`src/rtl/softmax_stream_ctrl.sv`:
```
// softmax_stream_ctrl: serial N x N loader, mat_softmax initiator, row-major drainer.
// Optional WAIT timeout abort is built when SOFTMAX_STREAM_TIMEOUT_EN is defined.
module softmax_stream_ctrl #(
  parameter int N              = 4,
  parameter int WIDTH          = 32,
  parameter int FBITS          = 8,
  parameter int TIMEOUT_CYCLES = 4096
) (
  input  logic                           clk,
  input  logic                           rst,
  input  logic                           in_valid,
  output logic                           in_ready,
  input  logic signed [WIDTH-1:0]        in_data,
  output logic                           sm_start,
  output logic [N-1:0][N-1:0][WIDTH-1:0] sm_in,
  input  logic [N-1:0][N-1:0][WIDTH-1:0] sm_out,
  input  logic                           sm_done,
  output logic                           out_valid,
  input  logic                           out_ready,
  output logic signed [WIDTH-1:0]        out_data,
  output logic                           out_last,
  output logic                           busy,
  output logic                           err
);

  localparam int CW = (N > 1) ? $clog2(N) : 1;
  localparam logic [CW-1:0] LASTIDX = CW'(N - 1);

  if (FBITS < 0 || FBITS > WIDTH || TIMEOUT_CYCLES < 1) begin : g_cfg_chk
    $error("softmax_stream_ctrl: bad FBITS/TIMEOUT_CYCLES");
  end

  typedef enum logic [1:0] {
    LOAD  = 2'd0,
    START = 2'd1,
    WAIT  = 2'd2,
    DRAIN = 2'd3
  } state_e;

  state_e state_q, state_d;

  logic [CW-1:0] row_q, row_d;
  logic [CW-1:0] col_q, col_d;

  logic [N-1:0][N-1:0][WIDTH-1:0] buf_in_q, buf_in_d;
  logic [N-1:0][N-1:0][WIDTH-1:0] buf_out_q, buf_out_d;

  logic start_q, start_d;
  logic adv;
  logic at_end;
  logic in_fire;
  logic out_fire;

`ifdef SOFTMAX_STREAM_TIMEOUT_EN
  localparam int TW = $clog2(TIMEOUT_CYCLES + 1);
  localparam logic [TW-1:0] TLAST = TW'(TIMEOUT_CYCLES - 1);

  logic [TW-1:0] tcnt_q, tcnt_d;
  logic          err_q, err_d;
`endif

  assign at_end   = (row_q == LASTIDX) && (col_q == LASTIDX);
  assign in_fire  = in_valid && in_ready;
  assign out_fire = out_valid && out_ready;

  assign in_ready  = (state_q == LOAD) && !rst;
  assign sm_start  = start_q;
  assign sm_in     = buf_in_q;
  assign out_valid = (state_q == DRAIN);
  assign out_data  = buf_out_q[row_q][col_q];
  assign out_last  = (state_q == DRAIN) && at_end;
  assign busy      = (state_q != LOAD);

`ifdef SOFTMAX_STREAM_TIMEOUT_EN
  assign err = err_q;
`else
  assign err = 1'b0;
`endif

  always_comb begin
    state_d   = state_q;
    row_d     = row_q;
    col_d     = col_q;
    buf_in_d  = buf_in_q;
    buf_out_d = buf_out_q;
    adv       = 1'b0;
`ifdef SOFTMAX_STREAM_TIMEOUT_EN
    tcnt_d    = tcnt_q;
    err_d     = err_q;
`endif

    unique case (state_q)
      LOAD: begin
        if (in_fire) begin
          buf_in_d[row_q][col_q] = in_data;
          adv = 1'b1;
          if (at_end) begin
            state_d = START;
          end
        end
      end
      START: begin
        state_d = WAIT;
`ifdef SOFTMAX_STREAM_TIMEOUT_EN
        tcnt_d  = '0;
`endif
      end
      WAIT: begin
        // done is only honoured here, never in START, so a stale level is masked
        if (sm_done) begin
          buf_out_d = sm_out;
          row_d     = '0;
          col_d     = '0;
          state_d   = DRAIN;
        end
`ifdef SOFTMAX_STREAM_TIMEOUT_EN
        else if (tcnt_q == TLAST) begin
          err_d   = 1'b1;
          row_d   = '0;
          col_d   = '0;
          state_d = LOAD;
        end else begin
          tcnt_d = tcnt_q + TW'(1);
        end
`endif
      end
      DRAIN: begin
        if (out_fire) begin
          adv = 1'b1;
          if (at_end) begin
            state_d = LOAD;
          end
        end
      end
      default: state_d = LOAD;
    endcase

    if (adv) begin
      if (col_q == LASTIDX) begin
        col_d = '0;
        row_d = (row_q == LASTIDX) ? '0 : row_q + CW'(1);
      end else begin
        col_d = col_q + CW'(1);
      end
    end

    start_d = (state_d == START);
  end

  always_ff @(posedge clk) begin
    if (rst) begin
      state_q   <= LOAD;
      row_q     <= '0;
      col_q     <= '0;
      buf_in_q  <= '0;
      buf_out_q <= '0;
      start_q   <= 1'b0;
`ifdef SOFTMAX_STREAM_TIMEOUT_EN
      tcnt_q    <= '0;
      err_q     <= 1'b0;
`endif
    end else begin
      state_q   <= state_d;
      row_q     <= row_d;
      col_q     <= col_d;
      buf_in_q  <= buf_in_d;
      buf_out_q <= buf_out_d;
      start_q   <= start_d;
`ifdef SOFTMAX_STREAM_TIMEOUT_EN
      tcnt_q    <= tcnt_d;
      err_q     <= err_d;
`endif
    end
  end

endmodule

```
`config.mk`:
```
export PLATFORM = sky130hd
export DESIGN_NAME = softmax_stream_ctrl
export DESIGN_NICKNAME = d
export VERILOG_FILES = /design/src/rtl/softmax_stream_ctrl.sv
export SDC_FILE = /design/constraint.sdc
export NUM_CORES = 2
export LEC_CHECK = 0
export BUFFER_PORTS_ARGS = -buffer_cell sky130_fd_sc_hd__buf_2
export CORE_AREA = 10 10 425 427
export DETAILED_ROUTE_END_ITERATION = 6
export DIE_AREA = 0 0 435 437
export PLACE_DENSITY = 0.53
export SYNTH_ARGS = -nofsm -noshare
export SYNTH_HDL_FRONTEND = slang
export SYNTH_SLANG_ARGS = --single-unit
```
`constraint.sdc`:
```
create_clock -name clk -period 4.31 [get_ports clk]
set_input_delay 0.862 -clock clk [delete_from_list [all_inputs] [get_ports clk]]
set_output_delay 0.862 -clock clk [all_outputs]
set_load 0.02 [all_outputs]
```
Word level (Yosys, flattened, before mapping)
Index checks and enable logic that the tools add are counted.

storage, ports and cells
  bits in registers = 1031
  input port bits = 549
  output and inout port bits = 550

operators by class
  add/subtract/negate cells = 2
  magnitude comparators = 4
  equality and inequality tests = 6
  muxes and demuxes = 27
  reduce and logical (&&, ||, !) cells = 15

operators by type and width
  operator                                             count
  bitwise mux 512 bit                                  1
  binary-select mux 128 bit (select 2 bit)             1
  demux 128 bit (select 2 bit)                         1
  2-to-1 mux 128 bit                                   2
  binary-select mux 32 bit (select 2 bit)              1
  demux 32 bit (select 2 bit)                          1
  2-to-1 mux 32 bit                                    2
  2-to-1 mux 2 bit                                     14
  == test 2 bit, second input constant                 4
  case mux 2 bit (4 select lines)                      1
  logical AND 1 bit                                    7
  < comparator 2 x 3 -> 1 bit, second input constant   2
  AND reduction 2 bit                                  3
  nonzero test 2 bit                                   3
  adder 2 x 1 -> 2 bit, second input constant          2
  == test 2 x 1 -> 1 bit, second input constant        2
  >= comparator 2 x 1 -> 1 bit, second input constant  2
  zero test 2 bit                                      1
  2-to-1 mux 1 bit                                     2
  case mux 1 bit (2 select lines)                      1
  zero test 1 bit                                      1

Logic depth before layout (Yosys ltp)
  depth after elaboration = 7
  gate-level depth with buffers = 11

Least setup slack after synthesis
Ideal clock, no wire load.

  kind = reg-to-output
  start = register row_q[0]
  end = output out_data[22]
  arrival time = 1.718 ns
  required time = 3.448 ns
  slack = 1.730 ns
  stages on the path, launching flop included = 7
  buffers on the path = 3
  cells stage by stage = dfxtp_1 clkbuf_1 buf_6 buf_2 mux4_2 a22oi_1 nand2_1

on the way
  word-level cells in the longest chain between the ends = 4

ends and longest elaborated chain
  what                                      line  text
  start: declaration                        42    logic [CW-1:0] row_q, row_d;
  start signal: assignment                  164   row_q <= row_d;
  binary-select mux 128 bit (select 2 bit)  70    assign out_data = buf_out_q[row_q][col_q];
  2-to-1 mux 128 bit (not written as such)  70
  binary-select mux 32 bit (select 2 bit)   70
  2-to-1 mux 32 bit (not written as such)   70
  end: declaration                          20    output logic signed [WIDTH-1:0] out_data,

No other way between the ends. The select of a mux whose other input is x is not followed.

Worst setup path after layout
  start = register col_q[1]
  end = output out_data[4]

on the way
  word-level cells in the longest chain between the ends = 2

ends and longest elaborated chain
  what                                     line  text
  start: declaration                       43    logic [CW-1:0] col_q, col_d;
  start signal: assignment                 165   col_q <= col_d;
  binary-select mux 32 bit (select 2 bit)  70
  2-to-1 mux 32 bit (not written as such)  70

No other way between the ends. The select of a mux whose other input is x is not followed.

==> summary.txt <==
Pwr
  – Switching power: 6.62 mW
  – Pwr dens: 458 nW/um^2
  – Switch share: 28.3%
  – Clock power share: 43.5%
  – Internal power: 16.8 mW
  – Sequential fraction of design power: 44.0%
  – Worst vdd ir: ~330 uV
  – Static leakage: 19.3 nW
  – Pwr Total: between 20 and 25 mW
  – Combinational share of power: 12.6%

Global route
  – Number of global-route vias before repair: 36,300
  – Largest net degree at the start of global routing: 227
  – Total Routing Usage GR: 19.5%
  – Initial antenna violation count: 39
  – First-pass GRT wire length: 272 mm
  – Overflow after GRT: 0

Timing
  – Hold WS: between 0.3 and 0.4 ns
  – Max_slew headroom: 16.2%
  – Final hold vios: 0
  – Worst Skew: 0.0301 ns
  – Fmax: 245 MHz
  – Final number of setup-violating endpoints: 0
  – Slew Limit Fails: 0
  – Actual slew at the worst max-slew pin: 1.26 ns
  – Final period util: 94.9%
  – Post-layout min period: between 4 and 5 ns
  – RSZ-0062 raised after global routing: no
  – Fin Setup TNS: 0 ns

Final layout
  – Share of cells above drive strength 1: 26.5%
  – Synth-to-layout area growth: 29.5%
  – Final nets: 6,298

Synthesis
  – Synth Cell Area: 39,500 sq um
  – Syn avg cell area: 8.09 sq um
  – Synth warn: 0
  – Most frequent cells after synthesis: 2,087 x nand2_1, 1,031 x dfxtp_1, 1,027 x a21oi_1, 334 x clkbuf_1, 128 x mux4_2
  – Async S/R FF share, synth: 0%
  – Most common cell in the netlist: nand2_1
  – Number of flops mapped to enable cells by yosys: 0
  – Largest area contributor in the netlist: dfxtp_1
  – Seq cells post-synth: between 1,000 and 1,500
  – Part of the Yosys area used for sequential elements: 52.3%
  – Post-Syn Instances: slightly below 5,000
  – Area share of the largest cell type after synthesis: a little over half
  – Ranking of synthesized cells by area: dfxtp_1 52%, nand2_1 20%, a21oi_1 13%, mux4_2 7.3%, clkbuf_1 3.2%
  – Top_reg_cell synth: dfxtp_1
  – Syn nets: 5,436
  – Library cells used by synthesis: 35

Setup path
  – CP max FO: 21
  – Worst EP required: roughly 3.5 ns
  – Reg2reg start: col_q[0]
  – Slowest cell delay on critical path: 0.51 ns
  – Critical Path Most Common Cell: buf_4
  – Crit path buffers/inverters: 4
  – WS Path Type: register to output port
  – CP max stage cell: dfxtp_1
  – CP Capture Type: output port
  – Kind of start point of the critical path: register
  – Top Family by Delay on Critical Path: buffers and inverters
  – Crit path from: col_q[1]
  – WP data arrival: approximately 3.2 ns
  – CP cell instances: inv_1 > nor2_4 > buf_4 > a22oi_1 > buf_4 > nand2_1 > buf_2

Clock tree
  – Hold buffers post-CTS: 0
  – Clock-pin slew on the worst setup and hold paths: around 0.06 ns
  – CTS tree: done
  – CTS Buf Count: 114
  – H-tree Lvls: 3
  – Clock Path Buffers: 3
  – TritonCTS Sinks: 1,031
  – Root buffer cell: clkbuf_16
  – Worst-skew pair later-pin latency: 0.78 ns

Detailed routing
  – Drt initial violations: around 3,000
  – Via Count: 37,600
  – Drt total wl: 196 mm
  – DRC errors left: 0
  – Via/cell ratio: 4.61
  – Antenna viol nets, final: 0
  – First-pass detailed-route iteration total: 5
  – Detailed-route wire length per cell: 24.0 microns

Die
  – Die height: 437 microns
  – Site row count: approximately 150
  – Core area: 171,000 sq um
  – Die ar.: about 190,000 sq um
  – IO Pins: 1,099
  – Initial core utilization: between 20% and 30%
  – Die W: 435 microns

Outcome
  – Status: finished, final reports clean

Place
  – DPL Wire Length: ~150 mm
  – Port Buffer Count: 1,097
  – Routability cong.: 0.869

Worst hold path
  – Hold Crit Class: input pin to register
  – Hold path start: sm_out[431]

Flow run
  – Max-cap violations: 0
cell usage in the layout (no fill, tap or decap), drive strengths merged:
master and instances:
bufinv 8, a22oi 64, o211ai 2, nand2 2087, nand3b 4, inv 18
clkbuf 169, a311oi 1, o41ai 1, clkinvlp 4, and3 1, nor2b 1
buf 1196, or2 11, mux4 128, or3 1, a211oi 2, and3b 1
diode 22, and4 5, nor2 20, a2111o 1, nand3 3, o21ai 1
nand4 6, nor3 2, conb 1, dfxtp 1031, a2111oi 1, and2 2
clkinv 17, mux2i 1, ha 12, a21oi 1027
flip-flops by register name, summed over array words and instances (netlist names):
| name | cells |
|---|---|
| col_q | 2 |
| row_q | 2 |
| buf_out_q | 512 |
| sm_start | 1 |
| state_q | 2 |
| sm_in | 512 |
per-stage QoR:
| stage | area [sq um] | utilization (%) | setup WS [ns] | cells |
|---|---|---|---|---|
| after global placement | 47100 | 27.5 | 0.286 | 7925 |
| after global routing | 51100 | 29.8 | 0.0590 | 8159 |
| after CTS | 51000 | 29.8 | 0.00768 | 8139 |
| final | 51100 | 29.8 | 0.221 | 8161 |
| after floorplan | 39500 | - | 1.73 | 4875 |
| after detailed placement | 47100 | 27.5 | 0.319 | 7925 |
cell type report:
class / instances / area (sq um)
tap: 2310 / 2890
multi-input combinational: 3386 / 17100
timing repair buffer: 1196 / 6540
antenna: 22 / 55.1
inverter: 8 / 30.0
sequential: 1031 / 20600
clock inverter: 39 / 514
fill: 18400 / 120000
clock buffer: 169 / 3370
final timing paths:
| check | to | slack, ns | cells after the start |
|---|---|---|---|
| worst max-delay path | out_data[4] | 0.22 | 7 |
| worst min-delay path | buf_out_q[431] | 0.32 | 3 |
| worst max register to register | sm_in[203] | 1.36 | 6 |
| worst min register to register | sm_in[130] | 0.45 | 2 |
per-layer routing:
metal	part of all wire, %	global-route usage (%)
met1	38	21.8
met2	52	35.5
met3	6.1	3.87
met4	4.5	8.89
met5	0.038	0
cell families after synthesis:
kind of cell	after synthesis	share of synthesized area, %
AOI/OAI and AO/OA	1100	14.5
and+or+nand+nor	2144	20.7
muxes	129	7.33
buffers and inverters	458	4.80
DFF	1031	52.3
other	1	0.00950
adders and majority gates	12	0.381
worst min-delay path, cell delays in order:
cell and delay, ns:
buf_2 0.09, nand2_1 0.04, a21oi_1 0.05
power groups by stage:
stage          clock [mW]  combinational (mW)  sequential (mW)
3_3_place_gp            0                2.97             10.5
5_1_grt              10.7                3.21             10.3
6_report             10.2                2.94             10.3
2_1_floorplan           0                1.62             10.4
3_5_place_dp            0                2.99             10.5
4_1_cts              10.4                3.00             10.3
what timing repair did:
item | 4_1_cts | 5_1_grt
setup endpoints to repair | 30 | 0
resized for setup | 1 | 0
buffers inserted | 6 | 0
Power figures use the tool's default switching activity.
